$ cat src/rtl/fma16_dot_seq_if.sv
// Operand/command/result bundle between a dot-product client and fma16_dot_seq.
// The master drives the command and operand stream; the slave answers with ready/busy/done/results.
`ifndef FLEN
`define FLEN 16
`endif

interface fma16_dot_seq_if #(
   parameter int LEN_W = 8,
   parameter int FLEN  = `FLEN
) ();
   logic             start;
   logic [LEN_W-1:0] len;
   logic [FLEN-1:0]  acc_init;
   logic [1:0]       roundmode;
   logic             in_valid;
   logic             in_ready;
   logic [FLEN-1:0]  in_x;
   logic [FLEN-1:0]  in_y;
   logic             busy;
   logic             done;
   logic [FLEN-1:0]  out_result;
   logic [3:0]       out_flags;

   modport master (
      output start, len, acc_init, roundmode, in_valid, in_x, in_y,
      input  in_ready, busy, done, out_result, out_flags
   );

   modport slave (
      input  start, len, acc_init, roundmode, in_valid, in_x, in_y,
      output in_ready, busy, done, out_result, out_flags
   );
endinterface

$ cat src/rtl/fma16_dot_seq.sv
// Dot-product sequencer around a combinational fma16: acc = acc_init + sum(x_i*y_i).
// Optional macro FMA16_DOT_PIPE_EN registers the fma16 result and inserts a WAIT state per element.
`ifndef FLEN
`define FLEN 16
`endif

module fma16_dot_seq #(
   parameter int LEN_W = 8,
   parameter int FLEN  = `FLEN
) (
   input  logic            i_clk,
   input  logic            i_reset,
   fma16_dot_seq_if.slave  s_bus,
   output logic [FLEN-1:0] o_fma_x,
   output logic [FLEN-1:0] o_fma_y,
   output logic [FLEN-1:0] o_fma_z,
   output logic            o_fma_mul,
   output logic            o_fma_add,
   output logic            o_fma_negp,
   output logic            o_fma_negz,
   output logic [1:0]      o_fma_roundmode,
   input  logic [FLEN-1:0] i_fma_result,
   input  logic [3:0]      i_fma_flags
);

   typedef enum logic [1:0] {
      S_IDLE = 2'd0,
      S_RUN  = 2'd1,
      S_WAIT = 2'd2,
      S_DONE = 2'd3
   } state_t;

   localparam logic [LEN_W-1:0] CNT_ZERO = LEN_W'(0);
   localparam logic [LEN_W-1:0] CNT_ONE  = LEN_W'(1);

   state_t           r_state;
   logic [FLEN-1:0]  r_acc;
   logic [LEN_W-1:0] r_cnt;
   logic [1:0]       r_rm;
   logic [3:0]       r_flags;
   logic             r_in_ready;
   logic             r_busy;
   logic             r_done;
   logic [FLEN-1:0]  r_out_result;
   logic [3:0]       r_out_flags;
`ifdef FMA16_DOT_PIPE_EN
   logic [FLEN-1:0]  r_res;
   logic [3:0]       r_flg;
`endif

   logic             w_hs;

   // in_ready is registered and high only in RUN, so it doubles as the state qualifier
   assign w_hs = s_bus.in_valid & r_in_ready;

   assign o_fma_x         = s_bus.in_x;
   assign o_fma_y         = s_bus.in_y;
   assign o_fma_z         = r_acc;
   assign o_fma_mul       = 1'b1;
   assign o_fma_add       = 1'b1;
   assign o_fma_negp      = 1'b0;
   assign o_fma_negz      = 1'b0;
   assign o_fma_roundmode = r_rm;

   assign s_bus.in_ready   = r_in_ready;
   assign s_bus.busy       = r_busy;
   assign s_bus.done       = r_done;
   assign s_bus.out_result = r_out_result;
   assign s_bus.out_flags  = r_out_flags;

   // Sequencer state machine with registered handshake/status outputs
   always_ff @(posedge i_clk) begin
      if (i_reset) begin
         r_state      <= S_IDLE;
         r_acc        <= {FLEN{1'b0}};
         r_cnt        <= CNT_ZERO;
         r_rm         <= 2'b00;
         r_flags      <= 4'b0000;
         r_in_ready   <= 1'b0;
         r_busy       <= 1'b0;
         r_done       <= 1'b0;
         r_out_result <= {FLEN{1'b0}};
         r_out_flags  <= 4'b0000;
`ifdef FMA16_DOT_PIPE_EN
         r_res        <= {FLEN{1'b0}};
         r_flg        <= 4'b0000;
`endif
      end else begin
         case (r_state)
            S_IDLE: begin
               r_done <= 1'b0;
               if (s_bus.start) begin
                  r_acc   <= s_bus.acc_init;
                  r_cnt   <= s_bus.len;
                  r_rm    <= s_bus.roundmode;
                  r_flags <= 4'b0000;
                  r_busy  <= 1'b1;
                  if (s_bus.len == CNT_ZERO) begin
                     r_state    <= S_DONE;
                     r_done     <= 1'b1;
                     r_in_ready <= 1'b0;
                  end else begin
                     r_state    <= S_RUN;
                     r_in_ready <= 1'b1;
                  end
               end else begin
                  r_busy     <= 1'b0;
                  r_in_ready <= 1'b0;
               end
            end

            S_RUN: begin
               if (w_hs) begin
                  r_cnt <= r_cnt - CNT_ONE;
`ifdef FMA16_DOT_PIPE_EN
                  r_res      <= i_fma_result;
                  r_flg      <= i_fma_flags;
                  r_state    <= S_WAIT;
                  r_in_ready <= 1'b0;
`else
                  r_acc   <= i_fma_result;
                  r_flags <= r_flags | i_fma_flags;
                  if (r_cnt == CNT_ONE) begin
                     r_state    <= S_DONE;
                     r_in_ready <= 1'b0;
                     r_done     <= 1'b1;
                  end else begin
                     r_state <= S_RUN;
                  end
`endif
               end else begin
                  r_state <= S_RUN;
               end
            end

`ifdef FMA16_DOT_PIPE_EN
            // cnt was already decremented on the handshake, so zero marks the last element
            S_WAIT: begin
               r_acc   <= r_res;
               r_flags <= r_flags | r_flg;
               if (r_cnt == CNT_ZERO) begin
                  r_state <= S_DONE;
                  r_done  <= 1'b1;
               end else begin
                  r_state    <= S_RUN;
                  r_in_ready <= 1'b1;
               end
            end
`endif

            S_DONE: begin
               r_out_result <= r_acc;
               r_out_flags  <= r_flags;
               r_done       <= 1'b0;
               r_busy       <= 1'b0;
               r_in_ready   <= 1'b0;
               r_state      <= S_IDLE;
            end

            default: begin
               r_state    <= S_IDLE;
               r_done     <= 1'b0;
               r_busy     <= 1'b0;
               r_in_ready <= 1'b0;
            end
         endcase
      end
   end

endmodule

$ cat src/flat_wrapper.sv
// flat-port wrapper written by rule: the top's interface ports become plain ports
module fma16_dot_seq_flat 
#(
   parameter int LEN_W = 8,
   parameter int FLEN  = `FLEN
)
  (i_clk, i_reset, o_fma_x, o_fma_y, o_fma_z, o_fma_mul, o_fma_add, o_fma_negp, o_fma_negz, o_fma_roundmode, i_fma_result, i_fma_flags, s_bus_start, s_bus_len, s_bus_acc_init, s_bus_roundmode, s_bus_in_valid, s_bus_in_x, s_bus_in_y, s_bus_in_ready, s_bus_busy, s_bus_done, s_bus_out_result, s_bus_out_flags);
  fma16_dot_seq_if #(.LEN_W(LEN_W), .FLEN(FLEN)) s_bus_i ();
  input  logic i_clk;
  input  logic i_reset;
  output logic [FLEN-1:0] o_fma_x;
  output logic [FLEN-1:0] o_fma_y;
  output logic [FLEN-1:0] o_fma_z;
  output logic o_fma_mul;
  output logic o_fma_add;
  output logic o_fma_negp;
  output logic o_fma_negz;
  output logic [1:0] o_fma_roundmode;
  input  logic [FLEN-1:0] i_fma_result;
  input  logic [3:0] i_fma_flags;
  input wire logic [$bits(s_bus_i.start)-1:0] s_bus_start;
  input wire logic [$bits(s_bus_i.len)-1:0] s_bus_len;
  input wire logic [$bits(s_bus_i.acc_init)-1:0] s_bus_acc_init;
  input wire logic [$bits(s_bus_i.roundmode)-1:0] s_bus_roundmode;
  input wire logic [$bits(s_bus_i.in_valid)-1:0] s_bus_in_valid;
  input wire logic [$bits(s_bus_i.in_x)-1:0] s_bus_in_x;
  input wire logic [$bits(s_bus_i.in_y)-1:0] s_bus_in_y;
  output wire logic [$bits(s_bus_i.in_ready)-1:0] s_bus_in_ready;
  output wire logic [$bits(s_bus_i.busy)-1:0] s_bus_busy;
  output wire logic [$bits(s_bus_i.done)-1:0] s_bus_done;
  output wire logic [$bits(s_bus_i.out_result)-1:0] s_bus_out_result;
  output wire logic [$bits(s_bus_i.out_flags)-1:0] s_bus_out_flags;
  assign s_bus_i.start = s_bus_start;
  assign s_bus_i.len = s_bus_len;
  assign s_bus_i.acc_init = s_bus_acc_init;
  assign s_bus_i.roundmode = s_bus_roundmode;
  assign s_bus_i.in_valid = s_bus_in_valid;
  assign s_bus_i.in_x = s_bus_in_x;
  assign s_bus_i.in_y = s_bus_in_y;
  assign s_bus_in_ready = s_bus_i.in_ready;
  assign s_bus_busy = s_bus_i.busy;
  assign s_bus_done = s_bus_i.done;
  assign s_bus_out_result = s_bus_i.out_result;
  assign s_bus_out_flags = s_bus_i.out_flags;
  fma16_dot_seq #(.LEN_W(LEN_W), .FLEN(FLEN)) u_core (.i_clk(i_clk), .i_reset(i_reset), .s_bus(s_bus_i), .o_fma_x(o_fma_x), .o_fma_y(o_fma_y), .o_fma_z(o_fma_z), .o_fma_mul(o_fma_mul), .o_fma_add(o_fma_add), .o_fma_negp(o_fma_negp), .o_fma_negz(o_fma_negz), .o_fma_roundmode(o_fma_roundmode), .i_fma_result(i_fma_result), .i_fma_flags(i_fma_flags));
endmodule
$ cat config.mk
export PLATFORM = sky130hd
export DESIGN_NAME = fma16_dot_seq_flat
export DESIGN_NICKNAME = d
export VERILOG_FILES = /design/src/rtl/fma16_dot_seq_if.sv /design/src/rtl/fma16_dot_seq.sv /design/src/flat_wrapper.sv
export SDC_FILE = /design/constraint.sdc
export NUM_CORES = 1
export LEC_CHECK = 0
export CORE_AREA = 2 2 83 104
export CTS_CLUSTER_SIZE = 10
export DETAILED_ROUTE_END_ITERATION = 10
export DIE_AREA = 0 0 85 106
export MAX_ROUTING_LAYER = met4
export PLACE_DENSITY_LB_ADDON = 0.1
export REMOVE_ABC_BUFFERS = 1
export SLEW_MARGIN = 10
export SYNTH_ARGS = -nofsm -noshare
export SYNTH_HDL_FRONTEND = slang
export SYNTH_SLANG_ARGS = --single-unit
export TNS_END_PERCENT = 5
$ cat constraint.sdc
create_clock -name i_clk -period 2.2 [get_ports i_clk]
set_clock_uncertainty 0.1 [all_clocks]
set_input_delay 0.55 -clock i_clk [delete_from_list [all_inputs] [get_ports i_clk]]
set_output_delay 0.55 -clock i_clk [all_outputs]
set_load 0.02 [all_outputs]
==> qor.yml <==
timing:
  whs_ps: 358
  setup-violations-final: 0
  fin_crit_sh_pct: 90.3
  rsz0062_at_grt: "false"
  slew_viol_final: 0
  fmax_ghz: 0.504
  finalSetupTns_ps: 0
  period_needed_ps: 1990
  final_hold_viol_count: 0
routing:
  drt_iter0_markers: 123
  wl_um: 8030
  route.vias.total: 2429
  antenna_left: 0
  drt-pass1-iter-count: 4
  vias_per_cell: 5.02
  wl_per_cell_um: 16.6
  drc: 0
placement:
  dp.final_hpwl_um: 5810
  place_inst: 476
  dpl_cell_area_um2: 3470
  place.gp.congestion: 0.770
  io_buffers: 90
clock_tree:
  cts-buffers-inserted: 5
  hold_buffers: 0
  path_clk_slew_ps: 100
  cts_root_buf: "clkbuf_8"
  cts-resized-gates: 0
  cts_sinks: 55
  post_cts_buffers: 0
  clkLatencyLatePin_ps: 310
  tritoncts: "done"
  htreeDepth: 2
  cts_buffer_depth: 2
pwr:
  power_frac_comb_pct: 22.2
  pwr-share-clk_pct: 26.3
  p_int_mw: 1.51
  p_sw_share_pct: 28.8
  ir_drop_mv: 0.335
  p_per_area_nw_per_um2: 595
  p_sw_mw: 0.609
  p_leak_nw: 1.25
  power_frac_seq_pct: 51.5
min_path:
  hold_path_startpoint: "u_core.s_bus.out_result[12]"
  hp-class: "reg2reg"
floorplanning:
  fp.dieArea_um2: 9010
  core_um2: 8100
  num_rows: 37
  ios: 159
  die_w_um: 85
  start_util_pct: 33.9
  die_h_um: 106
synthesis:
  synth_edf_count: 0
  synthesis.area_um2: 2740
  syn_inst: 336
  synth_cell_types: 38
  syn_area_per_cell_um2: 8.16
  ys_ff_latch: 55
  async_flop_share_pct: 0
  seq_area_frac_synth_pct: 40.1
  ys.flop_type: "dfxtp_1"
  yosysWarnings: 0
worst_setup_path:
  critPathLaunch: "u_core.o_fma_z[11]"
  worstPathRequired_ps: 1550
  crit_family: "buffers and inverters"
  cp_slowest_cell: "clkdlybuf4s50_1"
  cpPeakStageDelay_ps: 630
  cp.depth: 1
  worstSetupPathType: "reg2out"
  reg2reg_setup_slack_ps: 520
  critPathBufInv: 1
  r2r_start: "u_core.r_state[1]"
  worstSetupEndpoint: "o_fma_z[11]"
  r2r-end: "u_core.s_bus.out_result[2]"
  crit_chain: "clkdlybuf4s50_1"
  endpoint_kind: "output pin"
  ff2ff_path_depth: 4
  critPathArrivalTime_ps: 1340
  critPathLaunchType: "register"
  crit_fanout: 3
global_route:
  grt_first_pass_wirelength_um: 12400
  grt_remaining_overflow: 0
  antenna_found_initial: 0
  grt_max_degree: 33
  grtUsageTotal_pct: 18.0
  grt_pass1_vias: 2271
finish:
  drive_above_1_share_pct: 10.3
  stdcell_area_um2: 3560
  diodes: 0
  nets: 470
  fill_cells: 836
  area_growth_pct: 29.8
  instances_no_fill: 484
outcome:
  outcome: "complete, no violations"
flow_run:
  maxCapViolCount: 0
==> routing by layer <==
layer | global-route usage, % | share of wire, % | routed length (um)
met5 | - | 0 | 0
met4 | 4.08 | 0.82 | 66
met3 | 9.94 | 11 | 863
met2 | 24.6 | 42 | 3340
met1 | 23.2 | 47 | 3760
==> how the worst min path moves through the flow <==
stage | endpoint | cells after the start
3_3_place_gp | u_core.s_bus.out_flags[2] | 2
5_1_grt | u_core.s_bus.out_flags[2] | 2
3_5_place_dp | u_core.s_bus.out_flags[2] | 2
4_1_cts | u_core.s_bus.out_flags[2] | 2
6_report | u_core.s_bus.out_result[12] | 2
2_1_floorplan | u_core.s_bus.out_flags[0] | 2
==> power by group through the flow <==
| stage | Sequential, mW | Combinational, mW | Clock [mW] |
|---|---|---|---|
| 5_1_grt | 1.10 | 0.513 | 0.615 |
| 4_1_cts | 1.09 | 0.476 | 0.574 |
| 3_5_place_dp | 1.11 | 0.474 | 0 |
| 6_report | 1.09 | 0.470 | 0.557 |
| 3_3_place_gp | 1.11 | 0.472 | 0 |
| 2_1_floorplan | 1.14 | 0.196 | 0 |
==> layout by cell type (no fill, tap or decap), types with 2 or more instances in the layout <==
master           synthesis  layout
dfxtp_1                 55      55
o21ai_0                  9       9
nand2b_1                 2       2
clkbuf_8                 0       5
and2_1                   3       3
nand4_1                  2       2
a21oi_1                 38      38
ha_1                     2       2
buf_12                   0       3
inv_1                    3       3
nor4_1                   4       4
and2_0                   2       2
nor3_1                   9       9
clkdlybuf4s50_1          0      89
nand2_1                 82      82
conb_1                   2       4
a311oi_1                 2       2
nand3_1                  2       2
nor2_1                  24      24
a21o_1                   5       5
buf_4                   38       7
a311oi_2                15      15
==> cell type report <==
cell class	count	area, um2	share of cell area (%)
multi-input combinational	221	1230	34.6
clock buffer	6	72.6	2.04
clock inverter	2	12.5	0.351
sequential	55	1100	30.9
inverter	3	11.3	0.316
timing repair buffer	100	1010	28.3
tap	97	121	3.41
==> metrics by stage <==
step | power, mW | worst slack (ps) | utilization [%]
finish | 2.12 | 214 | 43.9
global route | 2.23 | 171 | 43.9
CTS | 2.14 | 207 | 43.9
detailed placement | 1.59 | 51.2 | 42.9
global placement | 1.58 | 82.3 | 42.9
floorplan | 1.34 | 196 | -
==> cell usage after synthesis (all sizes together) (2+ instances only) <==
library cell,count,area share [%]
dfxtp,55,40
and2,5,1.1
nor3,9,1.6
inv,3,0.41
nand3,2,0.36
nand4,2,0.46
nand2b,3,0.96
nor2,25,3.5
clkbuf,11,1.5
nand2,82,11
nor4,4,0.91
a21oi,39,7.5
ha,2,0.91
a311oi,17,8.9
o21ai,10,2.0
conb,2,0.27
buf,48,13
a21o,5,1.4
==> sequential cells by signal, summed over array words and instances, names as in the netlist <==
signal	count
u_core.s_bus.out_flags	4
u_core.r_state	2
u_core.s_bus.busy	1
u_core.s_bus.done	1
u_core.o_fma_roundmode	2
u_core.r_cnt	8
u_core.s_bus.out_result	16
u_core.s_bus.in_ready	1
u_core.r_flags	4
u_core.o_fma_z	16
==> kinds of logic (layout without fill, tap and decap cells) <==
| family | count (synthesis) | after routing | share of synthesized area, % |
|---|---|---|---|
| simple gates | 137 | 137 | 21.7 |
| compound gates | 78 | 78 | 21.7 |
| buf+inv | 62 | 111 | 15.3 |
| flops | 55 | 55 | 40.1 |
| fa+ha+maj | 2 | 2 | 0.912 |
| other cells | 2 | 4 | 0.274 |
Power figures use the tool's default switching activity.
